**config.mk**
```make
export PLATFORM = sky130hd
export DESIGN_NAME = result_capture_fifo_flat
export DESIGN_NICKNAME = d
export VERILOG_FILES = /design/src/rtl/rsa_pkg.sv /design/src/rtl/result_capture_fifo_if.sv /design/src/rtl/result_capture_mem.sv /design/src/rtl/result_capture_fifo.sv /design/src/flat_wrapper.sv
export SDC_FILE = /design/constraint.sdc
export NUM_CORES = 1
export LEC_CHECK = 0
export ABC_CLOCK_PERIOD_IN_PS = 2700
export CAP_MARGIN = 20
export CORE_MARGIN = 2
export CORE_UTILIZATION = 47
export DETAILED_ROUTE_END_ITERATION = 16
export GPL_TIMING_DRIVEN = 0
export PLACE_DENSITY = 0.79
export SLEW_MARGIN = 10
export SYNTH_ARGS = -nofsm -noshare
export SYNTH_HDL_FRONTEND = slang
export SYNTH_HIERARCHICAL = 1
export SYNTH_SLANG_ARGS = --single-unit
```
**constraint.sdc**
```tcl
create_clock -name clk -period 2.7 [get_ports clk]
set_input_delay 0.54 -clock clk [delete_from_list [all_inputs] [get_ports clk]]
set_output_delay 0.54 -clock clk [all_outputs]
set_load 0.05 [all_outputs]
```
**src/rtl/rsa_pkg.sv**
```systemverilog
// Shared constants for the RSA modular-exponentiation datapath.
// Holds the default result width and result-queue depth used by the core,
// the result capture FIFO and the SPI/host readout logic, plus a small
// elaboration-time helper for checking depth parameters.
package rsa_pkg;

   localparam int RSA_WIDTH      = 10;
   localparam int RSA_FIFO_DEPTH = 4;

   // True when n is a positive power of two.
   function automatic bit is_pow2(input int n);
      return (n > 0) && ((n & (n - 1)) == 0);
   endfunction

endpackage

```
**src/rtl/result_capture_fifo_if.sv**
```systemverilog
// Readout handshake between the result capture FIFO and the SPI/host
// readout logic.
//   c_valid : head entry available (driven by the FIFO)
//   c_ready : consumer ready to take the head entry (driven by the reader)
//   C_ex    : head entry, all zeros when c_valid is low (driven by the FIFO)
// Modports: master = FIFO side, slave = reader side.
interface result_capture_fifo_if
   import rsa_pkg::*;
#(
   parameter int WIDTH = RSA_WIDTH
);

   logic             c_valid;
   logic             c_ready;
   logic [WIDTH-1:0] C_ex;

   modport master (
      output c_valid,
      output C_ex,
      input  c_ready
   );

   modport slave (
      input  c_valid,
      input  C_ex,
      output c_ready
   );

endinterface

```
**src/rtl/result_capture_mem.sv**
```systemverilog
// DEPTH x WIDTH register array holding queued exponentiation results.
// Ports:
//   clk   : write clock, rising edge
//   we    : write enable
//   waddr : write address
//   wdata : write data
//   raddr : read address (asynchronous read)
//   rdata : word stored at raddr
// Contents are not reset; the owning FIFO never presents an entry that has
// not been written since its pointers were last reset.
module result_capture_mem
   import rsa_pkg::*;
#(
   parameter int WIDTH = RSA_WIDTH,
   parameter int DEPTH = RSA_FIFO_DEPTH,
   parameter int AW    = $clog2(DEPTH)
) (
   input  logic             clk,
   input  logic             we,
   input  logic [AW-1:0]    waddr,
   input  logic [WIDTH-1:0] wdata,
   input  logic [AW-1:0]    raddr,
   output logic [WIDTH-1:0] rdata
);

   logic [WIDTH-1:0] mem [DEPTH];

   always_ff @(posedge clk) begin
      if (we) begin
         mem[waddr] <= wdata;
      end
   end

   assign rdata = mem[raddr];

endmodule

```
**src/rtl/result_capture_fifo.sv**
```systemverilog
// Result capture FIFO at the output of the RSA modular-exponentiation core.
// Every end-of-conversion strobe (while enabled) queues R_i; queued results
// drain first-word-fall-through over a valid/ready handshake. A capture that
// finds the queue full with no simultaneous pop is dropped and latches the
// sticky overflow flag.
// Ports:
//   clk      : system clock, rising edge
//   rstb     : asynchronous active-low reset
//   en       : block enable; when low neither capture nor pop happens
//   eoc      : end-of-conversion strobe, one cycle per result
//   R_i      : result word, valid in the eoc cycle
//   clr_ovf  : synchronous clear of overflow (independent of en)
//   rd       : readout handshake (c_valid, c_ready, C_ex)
//   full     : count == DEPTH
//   empty    : count == 0
//   count    : number of stored entries
//   overflow : sticky, a capture was dropped
module result_capture_fifo
   import rsa_pkg::*;
#(
   parameter int WIDTH = RSA_WIDTH,
   parameter int DEPTH = RSA_FIFO_DEPTH,
   parameter int CW    = $clog2(DEPTH + 1)
) (
   input  logic                 clk,
   input  logic                 rstb,
   input  logic                 en,
   input  logic                 eoc,
   input  logic [WIDTH-1:0]     R_i,
   input  logic                 clr_ovf,
   result_capture_fifo_if.master rd,
   output logic                 full,
   output logic                 empty,
   output logic [CW-1:0]        count,
   output logic                 overflow
);

   localparam int AW = $clog2(DEPTH);
   // One extra wrap bit distinguishes full from empty when the address
   // bits of both pointers coincide.
   localparam int PW = AW + 1;
   localparam logic [PW-1:0] DEPTH_P = PW'(DEPTH);

   if (DEPTH < 2 || !is_pow2(DEPTH)) begin : g_bad_depth
      $error("result_capture_fifo: DEPTH must be a power of two and at least 2");
   end

   logic [PW-1:0]    wr_ptr;
   logic [PW-1:0]    rd_ptr;
   logic [PW-1:0]    occ;
   logic             push;
   logic             pop;
   logic             drop;
   logic             valid;
   logic [WIDTH-1:0] head;

   // Occupancy follows directly from the pointer difference; with a
   // power-of-two depth the modulo-2^PW subtraction is exact.
   assign occ   = wr_ptr - rd_ptr;
   assign full  = (occ == DEPTH_P);
   assign empty = (occ == '0);
   assign count = CW'(occ);
   assign valid = !empty;

   // A full queue still accepts a word when the head leaves in the same cycle.
   assign pop  = en & valid & rd.c_ready;
   assign push = en & eoc & (!full | pop);
   assign drop = en & eoc & full & !pop;

   // Pointer state
   always_ff @(posedge clk or negedge rstb) begin
      if (!rstb) begin
         wr_ptr <= '0;
         rd_ptr <= '0;
      end else begin
         if (push) begin
            wr_ptr <= wr_ptr + PW'(1);
         end
         if (pop) begin
            rd_ptr <= rd_ptr + PW'(1);
         end
      end
   end

   // Sticky overflow: a drop in the same cycle as a clear keeps the flag set.
   always_ff @(posedge clk or negedge rstb) begin
      if (!rstb) begin
         overflow <= 1'b0;
      end else if (drop) begin
         overflow <= 1'b1;
      end else if (clr_ovf) begin
         overflow <= 1'b0;
      end
   end

   result_capture_mem #(
      .WIDTH (WIDTH),
      .DEPTH (DEPTH),
      .AW    (AW)
   ) u_mem (
      .clk   (clk),
      .we    (push),
      .waddr (wr_ptr[AW-1:0]),
      .wdata (R_i),
      .raddr (rd_ptr[AW-1:0]),
      .rdata (head)
   );

   // Gate the head word so stale storage never reaches the reader; this also
   // forces zeros the instant reset empties the pointers.
   assign rd.c_valid = valid;
   assign rd.C_ex    = valid ? head : '0;

endmodule
```
**src/flat_wrapper.sv**
```systemverilog
// flat-port wrapper written by rule: the top's interface ports become plain ports
module result_capture_fifo_flat import rsa_pkg::*;
#(
   parameter int WIDTH = RSA_WIDTH,
   parameter int DEPTH = RSA_FIFO_DEPTH,
   parameter int CW    = $clog2(DEPTH + 1)
)
  (clk, rstb, en, eoc, R_i, clr_ovf, full, empty, count, overflow, rd_c_valid, rd_C_ex, rd_c_ready);
  result_capture_fifo_if #(.WIDTH(WIDTH)) rd_i ();
  input  logic clk;
  input  logic rstb;
  input  logic en;
  input  logic eoc;
  input  logic [WIDTH-1:0] R_i;
  input  logic clr_ovf;
  output logic full;
  output logic empty;
  output logic [CW-1:0] count;
  output logic overflow;
  output wire logic [$bits(rd_i.c_valid)-1:0] rd_c_valid;
  output wire logic [$bits(rd_i.C_ex)-1:0] rd_C_ex;
  input wire logic [$bits(rd_i.c_ready)-1:0] rd_c_ready;
  assign rd_c_valid = rd_i.c_valid;
  assign rd_C_ex = rd_i.C_ex;
  assign rd_i.c_ready = rd_c_ready;
  result_capture_fifo #(.WIDTH(WIDTH), .DEPTH(DEPTH), .CW(CW)) u_core (.clk(clk), .rstb(rstb), .en(en), .eoc(eoc), .R_i(R_i), .clr_ovf(clr_ovf), .rd(rd_i), .full(full), .empty(empty), .count(count), .overflow(overflow));
endmodule
```
# Yosys cells after proc, flatten, opt, wreduce, memory -nomap -nowiden
# Memories as Yosys holds them, arrays and structs flattened.
# Cells that the tools add are included.
# word_totals
regBits,7
latch_bits,0
mem_bits_rw,40
mem_bits_ro,0
inputBits,16
output_inout_bits,17
word_cells,25
memories,1
# classes
add_sub_neg,3
n_mul,0
div_mod_pow,0
order_cmp,0
n_eq_ne,1
n_shift,0
mux,5
n_bitwise,7
n_reduce_logical,5
# memory_table
name,words,width,rd,rd_clocked_by_memory_dff,write_ports,line,rtl
u_core.u_mem.mem,4,10,1,0,1,result_capture_mem.sv:26,logic [WIDTH-1:0] mem [DEPTH];
# ops
cell,n
$mux 10,1
$add 3x1->3 const B,2
$and 1x1->1,6
$mux 1,4
$eq 3x3->1 const B,1
$logic_not 1->1,3
$logic_not 3->1,1
$sub 3x3->3,1
$reduce_bool 2->1,1
$or 1x1->1,1

# Longest topological paths before layout
# Gate-level depths: netlist of run 1.
# logic_depth
depth_word,9
mapped_depth,7
mapped_depth_nobuf,7

# Cells and area by module
# The synthesis of run 1 kept the hierarchy.
# modules_own_cells
module,n_inst,cells_each,area_each_um2
result_capture_mem,1,56,1473.9
result_capture_fifo,1,51,520.5

# Worst setup path after synthesis of run 1
# No wires, ideal clock.
# synth_timing
kind,register -> output
startpoint,reg u_core.wr_ptr[0]
endpoint,out rd_C_ex[0]
arrival_ps,2528
required_time_ps,2160
setup_slack_ps,-368
stages_incl_launch_ff,8
cell_sequence,dfrtp_1 > inv_1 > ha_1 > fa_1 > xnor3_2 > nor2b_1 > buf_2 > nor2b_1
# synth_via
elab_chain_cells,3
# synth_lines
element,line,rtl
start: declaration,result_capture_fifo.sv:48,logic [PW-1:0] wr_ptr;
start signal: assignment,result_capture_fifo.sv:77,wr_ptr <= wr_ptr + PW'(1);
$sub 3x3->3,result_capture_fifo.sv:59,assign occ = wr_ptr - rd_ptr;
$logic_not 3->1,result_capture_fifo.sv:61,assign empty = (occ == '0);
named net empty,flat_wrapper.sv:17,output logic empty;
$mux 10,result_capture_fifo.sv:112,assign rd.C_ex = valid ? head : '0;
end: declaration,flat_wrapper.sv:21,output wire logic [$bits(rd_i.C_ex)-1:0] rd_C_ex;
# The timed path passes the listed nets, and every way through them passes these cells.

# Final worst setup path of run 1
# layout_timing
startpoint,reg u_core.wr_ptr[0]
endpoint,out rd_c_valid
# layout_via
elab_chain_cells,3
# layout_lines
element,line,rtl
$sub 3x3->3,result_capture_fifo.sv:59,
$logic_not 3->1,result_capture_fifo.sv:61,
$logic_not 1->1,result_capture_fifo.sv:63,assign valid = !empty;
end: declaration,flat_wrapper.sv:20,output wire logic [$bits(rd_i.c_valid)-1:0] rd_c_valid;
# No other way between the ends.

==> results of run 1 <==
==> worst paths after layout <==
| kind | start | endpoint | slack, ps | cells past startpoint |
|---|---|---|---|---|
| worst min-delay path | u_core/overflow$_DFFE_PN0P_ | u_core/overflow$_DFFE_PN0P_ | 500 | 1 |
| worst max register to register | u_core/wr_ptr[0]$_DFFE_PN0P_ | u_core/u_mem/mem[3][1]$_DFFE_PP_ | 90 | 9 |
| max in group asynchronous | rstb | u_core/wr_ptr[0]$_DFFE_PN0P_ | 1910 | 1 |
| worst min register to register | u_core/overflow$_DFFE_PN0P_ | u_core/overflow$_DFFE_PN0P_ | 500 | 1 |
| min in group asynchronous | rstb | u_core/overflow$_DFFE_PN0P_ | 510 | 1 |
| worst max-delay path | u_core/wr_ptr[0]$_DFFE_PN0P_ | rd_c_valid | -4 | 8 |
==> registers in the layout, summed over array words and instances (netlist names) <==
register / flops
u_core/rd_ptr: 3
u_core/wr_ptr: 3
u_core/overflow: 1
u_core/u_mem/mem: 40
==> cell usage after synthesis <==
cell type / count / area share
xor2_1: 1 / 0.0044
nor3b_1: 2 / 0.0075
mux4_2: 10 / 0.11
nand2_1: 2 / 0.0038
a211o_1: 1 / 0.0044
dfrtp_1: 7 / 0.088
nand3_1: 1 / 0.0025
inv_1: 8 / 0.015
a32o_1: 1 / 0.0050
nor3_1: 2 / 0.0050
a31oi_1: 1 / 0.0031
nor2b_1: 11 / 0.035
ha_1: 3 / 0.019
buf_6: 1 / 0.0056
o311ai_4: 1 / 0.013
o31ai_1: 1 / 0.0038
edfxtp_1: 40 / 0.60
xnor2_1: 3 / 0.013
and3_1: 2 / 0.0063
xnor3_2: 1 / 0.012
fa_1: 1 / 0.010
mux2_4: 1 / 0.0075
nor2_1: 1 / 0.0019
clkbuf_2: 1 / 0.0025
buf_2: 1 / 0.0025
mux2_2: 1 / 0.0056
and3b_1: 2 / 0.0088
==> routing by layer <==
metal  track usage  share of wire  up-vias
met2         0.296           0.53       34
met5             0              0        -
met1         0.209           0.41      572
met4        0.0697          0.012        0
li1              -              -      505
met3        0.0439          0.042        4
==> cells by family after synthesis <==
kind of cell               after synthesis  share of synthesized area
and+or+nand+nor                         23                     0.0703
buffers and inverters                   11                     0.0257
xor gates and xnor gates                 5                     0.0295
adders and majority gates                4                     0.0289
AOI/OAI and AO/OA                        5                     0.0295
muxes                                   12                      0.126
DFF                                     47                      0.690
==> through the flow <==
stage / cell area (µm²) / utilization / worst slack (ps) / setup TNS, ps
CTS: 2670 / 0.662 / -64.1 / -256
floorplan: 2060 / - / -112 / -1380
global placement: 2440 / 0.607 / -701 / -14150
detailed placement: 2460 / 0.610 / -702 / -8210
finish: 2710 / 0.671 / -3.82 / -14.1
global route: 2710 / 0.671 / -101 / -748
==> repair_timing <==
action | in CTS | in global routing
hold endpoints to repair | 0 | 0
pin swaps | 0 | 0
cloned | 1 | 0
buffers inserted | 4 | 3
gates resized for setup | 99 | 8
setup endpoints to repair | 45 | 34
==> cell type report <==
cell class              instances  share of cell area
clock inverters                 3              0.0176
repair buffers                 41               0.154
flip-flops and latches         47               0.510
clock buffers                   5              0.0254
multi-input cells              49               0.244
plain buffers                   3              0.0134
inverters                       8              0.0125
well taps                      50              0.0231
==> results_dict.tcl, run 1 <==
set metrics [dict create \
    status "complete, but fails checks" \
    violations "negative setup slack" \
    viasPerCell 5.41 \
    critPathArrivalTime_ps 2160 \
    die_y_um 69.1 \
    critical_path.endpoint_type "output port" \
    routedWlPerCell_um 17.9 \
    crit_buf_inv 4 \
    io_pins 33 \
    cp-start-kind "register" \
    path_class "register to output port" \
    totalWireLength_um 3700 \
    drive_above_1_share 0.436 \
    finalMaxSlewViolations 0 \
    final_cells 206 \
    synthCells 107 \
    ys_types 27 \
    setup_ws_ps -3.82 \
    finalSetupViolCount 6 \
    cts_made_buffers 5 \
    drt_iter0_drc 58 \
    fmax_ghz 0.370 \
    crit_chain "inv_2, ha_4, fa_2, xnor3_2, nor2b_4, buf_12, clkinvlp_4, buf_8" \
    seq_area_frac_synth 0.690 \
    fp.coreArea_um2 4030 \
    period_needed_ps 2700 \
    hold_path_class "register to register" \
    crit_required_ps 2160 \
    yosys_warnings 6 \
    root_buffer "clkbuf_8" \
    dp_hpwl_um 2380 \
    initial_core_util 0.495 \
    fin_skew_ps 8.68 \
    final_cell_mix "edfxtp_1, clkdlybuf4s50_1, mux4_2" \
    num_antenna_cells 0 \
    cts_max_path_buffers 2 \
    fillers 263 \
    grt_pass1_wl_um 6220 \
    routabilityCongestion 0.784 \
    place_inst 190 \
    synthesis.area_um2 1990 \
    grt_overflow 0 \
    synth.ff_latch_count 47 \
    crit_slowest_cell "dfrtp_2" \
    clock-sinks 47 \
    antenna_found_initial 0 \
    maxCapViolCount 0 \
    slew_headroom 0.664 \
    min_period_over_period 1.00 \
    dieWidth_um 69.1 \
    multi_input_area_um2 661 \
    ant_nets 0 \
    syn_area_per_cell_um2 18.6 \
    vias 1115 \
    grt_max_degree 17 \
    critPathTopFamily "adder cells" \
    hold_viol_final 0 \
    floorplan.rows 23 \
    final_common_cell "edfxtp_1" \
    clk_latency_ps 300 \
    cts_max_level 2 \
    path_max_fanout 5 \
    cts_hold_buf 0 \
    rsz0062_at_grt "true" \
    drc_errors 0 \
    dr.pass1.iters 4 \
    slowest_delay_ps 390 \
    tightest_slew_ps 503 \
    clk_pin_slew_ps 90 \
    dieArea_um2 4780 \
    synth_nets 127 \
    grt_usage 0.173 \
    holdWs_ps 504 \
    cts_tree "done" \
    area_growth_pct 35.6 \
    grt_pass1_vias 1227 \
    final_nets 175 \
    regArea_um2 1380 \
    port_buffers 32 \
]
Power of run 1 is left out: the tool's default activity adds up to more than one toggle a clock period on the data nets, which glitch-free logic cannot reach.
==> run 2, diff against run 1 <==
--- a/config.mk
+++ b/config.mk
@@ -12,7 +12,7 @@
 export DETAILED_ROUTE_END_ITERATION = 16
 export GPL_TIMING_DRIVEN = 0
 export PLACE_DENSITY = 0.79
-export SLEW_MARGIN = 10
+export SLEW_MARGIN = 20
 export SYNTH_ARGS = -nofsm -noshare
 export SYNTH_HDL_FRONTEND = slang
 export SYNTH_HIERARCHICAL = 1
==> results_dict.tcl, run 2 (synthesized netlist as in run 1, its figures left out) <==
set metrics [dict create \
    status "completed" \
    drive_above_1_share 0.410 \
    hold_viol_final 0 \
    post-route-util 0.666 \
    viasPerCell 5.43 \
    cts_max_level 2 \
    grt_pass1_vias 1193 \
    cp-start-kind "register" \
    grt_overflow 0 \
    reg2reg_depth 7 \
    setup_ws_ps 9.86 \
    slew_headroom 0.610 \
    vias 1118 \
    rsz0062_at_grt "true" \
    area_growth_pct 34.6 \
    drc_errors 0 \
    final_nets 175 \
    reg_top3 "u_core/u_mem/mem x40, u_core/rd_ptr x3, u_core/wr_ptr x3" \
    fp.coreArea_um2 4030 \
    final_common_cell "edfxtp_1" \
    die_y_um 69.1 \
    dr.pass1.iters 4 \
    clk_pin_slew_ps 80 \
    largest_reg_flops 40 \
    ant_nets 0 \
    final_cell_mix "edfxtp_1, clkdlybuf4s50_1, buf_4, mux4_2, nor2b_4" \
    tns_ps 0 \
    root_buffer "clkbuf_8" \
    regMostFlops "u_core/u_mem/mem" \
    totalWireLength_um 3830 \
    cts_made_buffers 5 \
    reg2reg_slack_ps 90 \
    fmax_ghz 0.372 \
    place_inst 190 \
    grt_max_degree 17 \
    dieWidth_um 69.1 \
    antenna_found_initial 0 \
    clk_latency_ps 310 \
    fin_skew_ps 9.03 \
    io_pins 33 \
    clock-sinks 47 \
    finalSetupViolCount 0 \
    cts_max_path_buffers 2 \
    grt_pass1_wl_um 6120 \
    dieArea_um2 4780 \
    port_buffers 32 \
    tightest_slew_ps 585 \
    finalMaxSlewViolations 0 \
    drt_iter0_drc 71 \
    path_class "register to output port" \
    maxCapViolCount 0 \
    path_max_fanout 7 \
    num_antenna_cells 0 \
    min_period_over_period 0.996 \
    critPathArrivalTime_ps 2150 \
    routabilityCongestion 0.784 \
    initial_core_util 0.495 \
    critical_path.endpoint_type "output port" \
    routedWlPerCell_um 18.6 \
    pre_cts_ws_ps -693 \
    period_needed_ps 2690 \
    floorplan.rows 23 \
    final_cells 206 \
    hold_path_class "input pin to async pin" \
    grt_usage 0.169 \
    crit_required_ps 2160 \
    dp_hpwl_um 2360 \
    cts_tree "done" \
]
[run 2: final timing paths]
check                                        startpoint                                to
min reg2reg                 u_core/overflow$_DFFE_PN0P_       u_core/overflow$_DFFE_PN0P_
max in group asynchronous                          rstb      u_core/wr_ptr[0]$_DFFE_PN0P_
min in group clk            u_core/overflow$_DFFE_PN0P_       u_core/overflow$_DFFE_PN0P_
max                        u_core/wr_ptr[1]$_DFFE_PN0P_                        rd_C_ex[8]
min                                                rstb      u_core/rd_ptr[2]$_DFFE_PN0P_
max reg2reg                u_core/wr_ptr[1]$_DFFE_PN0P_  u_core/u_mem/mem[3][1]$_DFFE_PP_
[run 2: layout make-up]
| type | instances | area (µm²) |
|---|---|---|
| clock inverter | 3 | 46.3 |
| timing repair buffer | 41 | 412 |
| multi-input combinational | 49 | 647 |
| fill | 271 | 1340 |
| inverter | 8 | 33.8 |
| tap | 50 | 62.6 |
| buffer | 3 | 36.3 |
| sequential | 47 | 1380 |
| clock buffer | 5 | 68.8 |
[run 2: metrics by stage]
step,hold slack [ps],cell area (µm²)
final,500,2690
after global routing,515,2690
after CTS,504,2670
after detailed placement,483,2460
after global placement,481,2440
after floorplan,244,2060
[run 2: what timing repair did]
item                       in CTS  in global routing
setup endpoints to repair      25                 15
gates cloned                    1                  0
gates resized for setup        96                  8
buffers inserted                5                  2
hold buffers                    0                  0
[run 2: routing by layer]
metal  track usage  part of all wire  vias up
met3        0.0468             0.039        5
met2         0.286              0.54       30
met1         0.210              0.41      576
li1              -                 -      507
met5             0                 0        -
met4        0.0588             0.013        0
[run 2: critical path, stage by stage, from the launching register on]
cell and delay, ps:
dfrtp_2 440, inv_1 90, fa_2 400, xnor3_2 270, nor2b_4 260, clkbuf_16 210
nor2b_4 40, buf_6 140
Power of run 2 is left out for the same reason.
